### config.mk
export PLATFORM = sky130hd
export DESIGN_NAME = writeback_buffer
export DESIGN_NICKNAME = d
export VERILOG_FILES = /design/src/rtl/writeback_buffer.sv
export SDC_FILE = /design/constraint.sdc
export NUM_CORES = 1
export LEC_CHECK = 0
export BUFFER_PORTS_ARGS = -buffer_cell sky130_fd_sc_hd__buf_4
export CAP_MARGIN = 5
export CORE_AREA = 2 2 170 172
export DETAILED_ROUTE_END_ITERATION = 8
export DIE_AREA = 0 0 172 174
export PLACE_DENSITY = 0.84
export SLEW_MARGIN = 30
export SYNTH_ARGS = -nofsm -noshare
export SYNTH_HDL_FRONTEND = slang
export SYNTH_SLANG_ARGS = --single-unit
### constraint.sdc
create_clock -name clk -period 4.21 [get_ports clk]
set_clock_uncertainty 0.2 [all_clocks]
set_input_delay 0.421 -clock clk [delete_from_list [all_inputs] [get_ports clk]]
set_output_delay 0.421 -clock clk [all_outputs]
set_load 0.05 [all_outputs]
### src/rtl/writeback_buffer.sv
// Write-back buffer: FIFO of evicted dirty lines drained to pmem in the background, with snoop lookup.
// Optional WB_COALESCE_EN: pushes to an already buffered line address overwrite that entry in place.
module writeback_buffer #(
  parameter int WIDTH       = 128,
  parameter int ADDR_WIDTH  = 16,
  parameter int OFFSET_BITS = 4,
  parameter int DEPTH       = 2
) (
  input  logic                  clk,
  input  logic                  rst,
  input  logic                  wb_push,
  input  logic [ADDR_WIDTH-1:0] wb_addr,
  input  logic [WIDTH-1:0]      wb_data,
  output logic                  wb_full,
  output logic                  wb_empty,
  input  logic                  pmem_grant,
  output logic                  pmem_write,
  output logic [ADDR_WIDTH-1:0] pmem_address,
  output logic [WIDTH-1:0]      pmem_wdata,
  input  logic                  pmem_resp,
  input  logic [ADDR_WIDTH-1:0] lookup_addr,
  output logic                  lookup_hit,
  output logic [WIDTH-1:0]      lookup_data
);

  localparam int PTR_W = $clog2(DEPTH);
  localparam int CNT_W = $clog2(DEPTH) + 1;
  localparam int TAG_W = ADDR_WIDTH - OFFSET_BITS;

  typedef enum logic {IDLE, WRITE} state_t;

  state_t           state;
  state_t           state_next;
  logic [TAG_W-1:0] entry_tag   [DEPTH];
  logic [WIDTH-1:0] entry_data  [DEPTH];
  logic [DEPTH-1:0] entry_valid;
  logic [PTR_W-1:0] head;
  logic [PTR_W-1:0] tail;
  logic [CNT_W-1:0] count;

  logic [TAG_W-1:0] push_tag;
  logic [TAG_W-1:0] lookup_tag;
  logic             coal_hit;
  logic [PTR_W-1:0] coal_idx;
  logic             alloc;
  logic             pop;
  logic             unused_offset;

  assign push_tag      = wb_addr[ADDR_WIDTH-1:OFFSET_BITS];
  assign lookup_tag    = lookup_addr[ADDR_WIDTH-1:OFFSET_BITS];
  assign unused_offset = ^{wb_addr[OFFSET_BITS-1:0], lookup_addr[OFFSET_BITS-1:0]};

  assign wb_full      = (count == CNT_W'(DEPTH));
  assign wb_empty     = (count == '0);
  assign pmem_write   = (state == WRITE);
  assign pmem_address = {entry_tag[head], {OFFSET_BITS{1'b0}}};
  assign pmem_wdata   = entry_data[head];

  // Full is judged on the registered count, so a pop in the same cycle never frees room for a push.
  assign pop   = pmem_write && pmem_resp;
  assign alloc = wb_push && !coal_hit && !wb_full;

  // Walk oldest to newest so the last match (closest to tail) wins.
  always_comb begin : lookup_search
    logic [PTR_W-1:0] idx;
    idx         = head;
    lookup_hit  = 1'b0;
    lookup_data = '0;
    for (int i = 0; i < DEPTH; i++) begin
      idx = head + PTR_W'(i);
      if (entry_valid[idx] && (entry_tag[idx] == lookup_tag)) begin
        lookup_hit  = 1'b1;
        lookup_data = entry_data[idx];
      end
    end
  end

  always_comb begin : coalesce_search
    logic [PTR_W-1:0] idx;
    idx      = head;
    coal_hit = 1'b0;
    coal_idx = '0;
`ifdef WB_COALESCE_EN
    // The head being written out is frozen; a match there must allocate a fresh entry.
    for (int i = 0; i < DEPTH; i++) begin
      idx = head + PTR_W'(i);
      if (entry_valid[idx] && (entry_tag[idx] == push_tag) && !((i == 0) && (state == WRITE))) begin
        coal_hit = wb_push;
        coal_idx = idx;
      end
    end
`endif
  end

  always_comb begin
    state_next = state;
    case (state)
      IDLE:    if (!wb_empty && pmem_grant) state_next = WRITE;
      WRITE:   if (pmem_resp) state_next = IDLE;
      default: state_next = IDLE;
    endcase
  end

  always_ff @(posedge clk) begin
    if (rst) begin
      state       <= IDLE;
      head        <= '0;
      tail        <= '0;
      count       <= '0;
      entry_valid <= '0;
    end else begin
      state <= state_next;
      if (pop) begin
        head              <= head + 1'b1;
        entry_valid[head] <= 1'b0;
      end
      if (alloc) begin
        tail              <= tail + 1'b1;
        entry_valid[tail] <= 1'b1;
      end
      case ({alloc, pop})
        2'b10:   count <= count + 1'b1;
        2'b01:   count <= count - 1'b1;
        default: count <= count;
      endcase
    end
  end

  // Line storage is never reset; valid bits alone decide what is live.
  always_ff @(posedge clk) begin
    if (alloc) begin
      entry_tag[tail]  <= push_tag;
      entry_data[tail] <= wb_data;
    end
    if (coal_hit) begin
      entry_data[coal_idx] <= wb_data;
    end
  end

endmodule

=== Word-level counts from Yosys, hierarchy flattened ===
Memory sizes are Yosys's and may differ from the RTL's. A register that Yosys moved wholly into a read port is not among the register bits.
Index checks and enable logic that the tools add are counted.

* $add $sub $neg: 4
* Multiply operators: 0
* Divide/modulo/power cells: 0
* Order comparisons: 5
* Equality and inequality tests: 5
* Shift-type cells: 0
* Muxes and demuxes: 25
* Bitwise operators: 4
* Reduce and logical (&&, ||, !) cells: 11

{| class="wikitable"
|+ Operators with widths
! cell !! number
|-
| 128-bit two-way mux || 2
|-
| 12-bit == test || 2
|-
| 1-bit two-way mux || 16
|-
| 1-bit logical AND || 7
|-
| 1-bit by 2-bit less-than comparator with 1-bit output, second input constant || 3
|-
| 2-bit two-way mux || 3
|-
| 2-bit == test, second input constant || 2
|-
| 2-bit case mux with 2 select lines || 1
|-
| 1-bit adder, second input constant || 2
|-
| 2-bit by 1-bit adder with 2-bit output, second input constant || 1
|-
| 2-bit bitwise AND || 1
|-
| 1-bit demux with 1-bit select || 2
|-
| 2-bit by 1-bit == test with 1-bit output, second input constant || 1
|-
| 1-bit >= comparator, second input constant || 2
|-
| 1-bit logical NOT || 2
|-
| 2-bit logical NOT || 1
|-
| 2-bit inverter || 1
|-
| 2-bit bitwise OR || 1
|-
| 1-bit case mux with 2 select lines || 1
|-
| 2-bit nonzero test || 1
|-
| 2-bit by 1-bit subtractor with 2-bit output, second input constant || 1
|-
| 1-bit inverter || 1
|}

* Flip-flop bits (word level): 7
* Latch bits: 0
* RAM bits: 280
* Bits in read-only memories: 0
* Bits of input ports: 165
* Output and inout bits: 276
* Logic and storage cells: 61
* Memories kept: 2

{| class="wikitable"
|+ Memory list
! name !! words !! bits a word !! read ports !! clocked after Yosys merged registers in !! wr ports !! RTL line !! source
|-
| entry_data || 2 || 128 || 2 || 1 || 1 || 35 || <nowiki>logic [WIDTH-1:0] entry_data [DEPTH];</nowiki>
|-
| entry_tag || 2 || 12 || 2 || 1 || 1 || 34 || <nowiki>logic [TAG_W-1:0] entry_tag [DEPTH];</nowiki>
|}

=== Logic depth before layout (Yosys ltp) ===
* Word-level depth: 10
* Mapped depth: 10
* Depth with buffers taken out: 6

=== Worst setup path before layout ===
OpenSTA, ideal clock, no wires.

* Path kind: reg-to-reg
* Start point: register count[0]
* End point: memory entry_data[1][0] (enable)
* Setup time: 518 ps
* Data arrival time: 3818 ps
* Data required time: 3492 ps
* Path slack: -326 ps
* Cell stages (with the launch flop): 3
* Period minus slack after synthesis: 4536 ps
* Cell sequence: dfxtp_1 nand2b_1 and3_1

* Longest elaborated chain between the ends: 5

{| class="wikitable"
|+ RTL lines
! item !! RTL line !! source
|-
| start: declaration || 39 || <nowiki>logic [CNT_W-1:0] count;</nowiki>
|-
| start signal: assignment || 122 || <nowiki>2'b10: count <= count + 1'b1;</nowiki>
|-
| start signal: assignment || 123 || <nowiki>2'b01: count <= count - 1'b1;</nowiki>
|-
| start signal: assignment || 124 || <nowiki>default: count <= count;</nowiki>
|-
| 2-bit == test || 53 || <nowiki>assign wb_full = (count == CNT_W'(DEPTH));</nowiki>
|-
| 1-bit logical NOT || 61 || <nowiki>assign alloc = wb_push && !coal_hit && !wb_full;</nowiki>
|-
| 1-bit logical AND || 61 ||
|-
| 1-bit two-way mux || 131 || <nowiki>if (alloc) begin</nowiki>
|-
| 1-bit two-way mux (implied by the code) || 133 || <nowiki>entry_data[tail] <= wb_data;</nowiki>
|-
| end: declaration || 35 ||
|}

No other way between the ends.

=== Worst setup path in the final report ===
* Start point: register head (netlist: coalesce_search.idx)
* End point: output port lookup_data[87]

* Longest elaborated chain between the ends: 5
* Elaborated cells on any way between the ends: 12
* Those cells by class: add/sub (1); eq/ne (1); mux (6); reduce/logical (2); memory (2)

{| class="wikitable"
|+ RTL lines
! item !! RTL line !! source
|-
| start: declaration || 37 || <nowiki>logic [PTR_W-1:0] head;</nowiki>
|-
| start signal: assignment || 114 || <nowiki>head <= head + 1'b1;</nowiki>
|-
| 1-bit adder / 1-bit two-way mux (equally long branches) || 70, 71 ||
|-
| memory 2 x 12 bit / 1-bit two-way mux (equally long branches) || -- ||
|-
| 12-bit == test (tied with other cells) || 71 || <nowiki>if (entry_valid[idx] && (entry_tag[idx] == lookup_tag)) begin</nowiki>
|-
| 1-bit logical AND / 128-bit two-way mux (equally long branches) || 71 ||
|-
| 128-bit two-way mux * || 71 ||
|-
| end: declaration || 23 || <nowiki>output logic [WIDTH-1:0] lookup_data</nowiki>
|}

Mark *: on every way between the ends. The rest lies on a longest branch, timed or not. The select of a mux whose other input is x is not followed.

==> run summary <==
Status -> finished, final reports clean
Slew Limit Headroom -> 0.485
Synth area leader -> edfxtp_1
# DRC -> 0
Yosys cell types -> 35
Synth warn -> 0
HP Class -> in2reg
Post-Syn Area -> 12,500 sq um
Die area -> 29,900 sq um
Clock slew at reported path FFs -> 0.06 ns
Fill cell count -> 1,899
Max Cap Viol -> 0
Start point of the critical path -> coalesce_search.idx$_SDFFE_PP0P_
Clock Latency Late Sink -> 0.54 ns
Wirelength per Cell -> 21.7 microns
Core box area -> 28,200 sq um
Final wirelength -> 36.0 mm
Placed cells -> 1,469
Initial drt markers -> 576
1st-pass router iterations -> 5
Syn Area/Cell -> 17.9 sq um
Finished Layout Cells -> 1,662
Min Tclk post-route -> 3.96 ns
Top post-synthesis cells by area -> edfxtp_1 (68%), mux2_2 (12%), a22o_1 (9.0%), buf_12 (1.8%), dfxtp_1 (1.3%)
Die Width -> 172 microns
VDD IR max -> 0.446 mV
CTS tree -> done
Critical Setup Path Class -> reg2out
Final Total Pwr -> 8.00 mW
Setup Buffers After CTS -> 0
Sum Neg Setup Slack -> 0 ns
Area after DPL -> 15,900 sq um
Sequential area share after synthesis -> 0.688
Antenna Nets Post-Route -> 0
RSZ-0062 raised after global routing -> no
# setup viols final -> 0
Leak pwr -> 7.13 nW
Storage cell area -> 8570 sq um
Worst Path Required -> 3.59 ns
Cells after synthesis -> 694
Final hold slack -> 0.0189 ns
Final Hold Fails -> 0
Startpoint types -> flip-flop
Nets@finish -> 1,424
Htree depth -> 1
Highest Clock Rate -> 253 MHz
Post-cts resize count -> 0
Io pins -> 441
CP max FO -> 66
Row count -> 62
Worst reg2reg startpoint -> count[0]$_SDFFE_PP0P_
Initial antenna violation count -> 1
Commonest non-fill, non-tap cell in the layout -> buf_4
Most frequent cells in the layout -> buf_4 (431), edfxtp_1 (280), dlygate4sd3_1 (142)
Multi-input logic area -> 3430 sq um
Critical Path End -> lookup_data[87]
Synth Register Bits -> 288
Post-DR vias/cell -> 5.32
Largest net degree at the start of global routing -> 75
GRT Overall Usage -> 0.229
Final slew viol count -> 0
CTS Buffer Depth -> 3
R2R depth -> 3
Area Growth Syn to Fin -> 46.0%
First-pass GRT wire length -> 53.1 mm
Vias in the first global route -> 9,459
Reg2reg end -> entry_data[1][48]$_DFFE_PP_
Root Driver -> clkbuf_16
Pre-CTS WS -> 0.840 ns
Final design utilization -> 0.644
Final Instance Area -> 18,200 sq um
Synth top area share -> 0.675
Port Buffers -> 428
Worst slew pin tran -> 0.772 ns
Clock sinks -> 288
CP Capture Type -> output port
R2R Setup Slk -> 1.92 ns
Routability Congestion -> 0.781
Antenna Cells -> 0
Pwr/cell area -> 440 nW/um^2
Fin crit share -> 0.939
Layout cell share with drive strength beyond 1 -> 0.496
Arr. time, crit path -> 3.33 ns
Num CTS Buffers -> 29
DP HPWL -> 22.1 mm
Initial Util -> 0.441
Vias after detailed routing -> 8,839
Post-route worst setup slack -> 0.255 ns
GR Overflow Total -> 0
DIE HEIGHT -> 174 microns
==> synth_stat cells, drive strengths merged <==
library cell  instances
or2                   1
nand4                 4
or3                   1
nand3                 1
nor4                  4
xor2                 13
clkbuf               13
a22o                128
edfxtp              280
ha                    1
buf                  38
xnor2                15
nor3b                 1
nor2                  6
nand2                 6
mux2                140
dfxtp                 8
nand2b                1
and3                  1
nor3                  3
a21oi                 4
a211oi                1
inv                   5
o21ai                 4
conb                  1
mux2i                14
==> worst min-delay path by stage <==
stage	startpoint	to	slack, ns	cells after the start
floorplan	tail$_SDFFE_PP0P_	tail$_SDFFE_PP0P_	0.24	2
global placement	tail$_SDFFE_PP0P_	tail$_SDFFE_PP0P_	0.25	2
detailed placement	pmem_write$_SDFF_PP0_	pmem_write$_SDFF_PP0_	0.27	2
CTS	wb_push	tail$_SDFFE_PP0P_	0.008	4
global route	wb_push	tail$_SDFFE_PP0P_	0.04	4
finish	wb_push	tail$_SDFFE_PP0P_	0.02	4
==> per-layer routing <==
metal	routed length, microns	vias up	GRT usage	share of wire
met3	3390	97	0.0679	0.094
met5	13	-	0	0.00036
li1	-	3917	-	-
met4	1440	2	0.0868	0.040
met1	12700	4363	0.257	0.35
met2	18400	460	0.407	0.51
==> power by group <==
| part | internal, mW | switching (mW) | leakage, nW |
|---|---|---|---|
| Sequential | 3.45 | 0.130 | 2.69 |
| Combinational | 0.714 | 1.29 | 4.01 |
| Clock | 1.34 | 1.08 | 0.438 |
| Total | 5.50 | 2.49 | 7.13 |
==> logic make-up (layout without fill, tap and decap cells) <==
logic type	after synthesis	count (layout)	share of synthesized area
DFF	288	288	0.688
muxes	154	154	0.142
AOI/OAI and AO/OA	137	137	0.0938
buffers and inverters	56	637	0.0389
and+or+nand+nor	29	29	0.0167
xor gates and xnor gates	28	28	0.0197
adders and majority gates	1	1	0.00100
other	1	4	0.000301
==> sequential cells by signal, summed over array words and instances (netlist names), named ones only <==
| signal | flops |
|---|---|
| coalesce_search.idx | 1 |
| count | 2 |
| entry_data | 256 |
| entry_tag | 24 |
| entry_valid | 2 |
| pmem_write | 1 |
| tail | 1 |
==> critical path, stage by stage, from the launching register on <==
cell and delay [ns]:
dfxtp_1 0.34, buf_4 0.30, mux2i_1 0.27, xnor2_1 0.12
nor4_2 0.32, nand4_2 0.26, mux2i_4 0.30, buf_12 0.31
a22o_1 0.27, buf_4 0.22
==> what timing repair did <==
action | in CTS | in global routing
endpoints found under the setup margin | 0 | 0
hold buffers | 142 | 0
endpoints found under the hold margin | 288 | 0
==> cell type report <==
cell class	count	share of cell area
Sequential cell	288	0.471
Inverter	5	0.00124
Tap cell	384	0.0264
Clock buffer	38	0.0445
Timing Repair Buffer	581	0.264
Clock inverter	13	0.00330
Multi-Input combinational cell	353	0.189
Power figures use the tool's default switching activity.
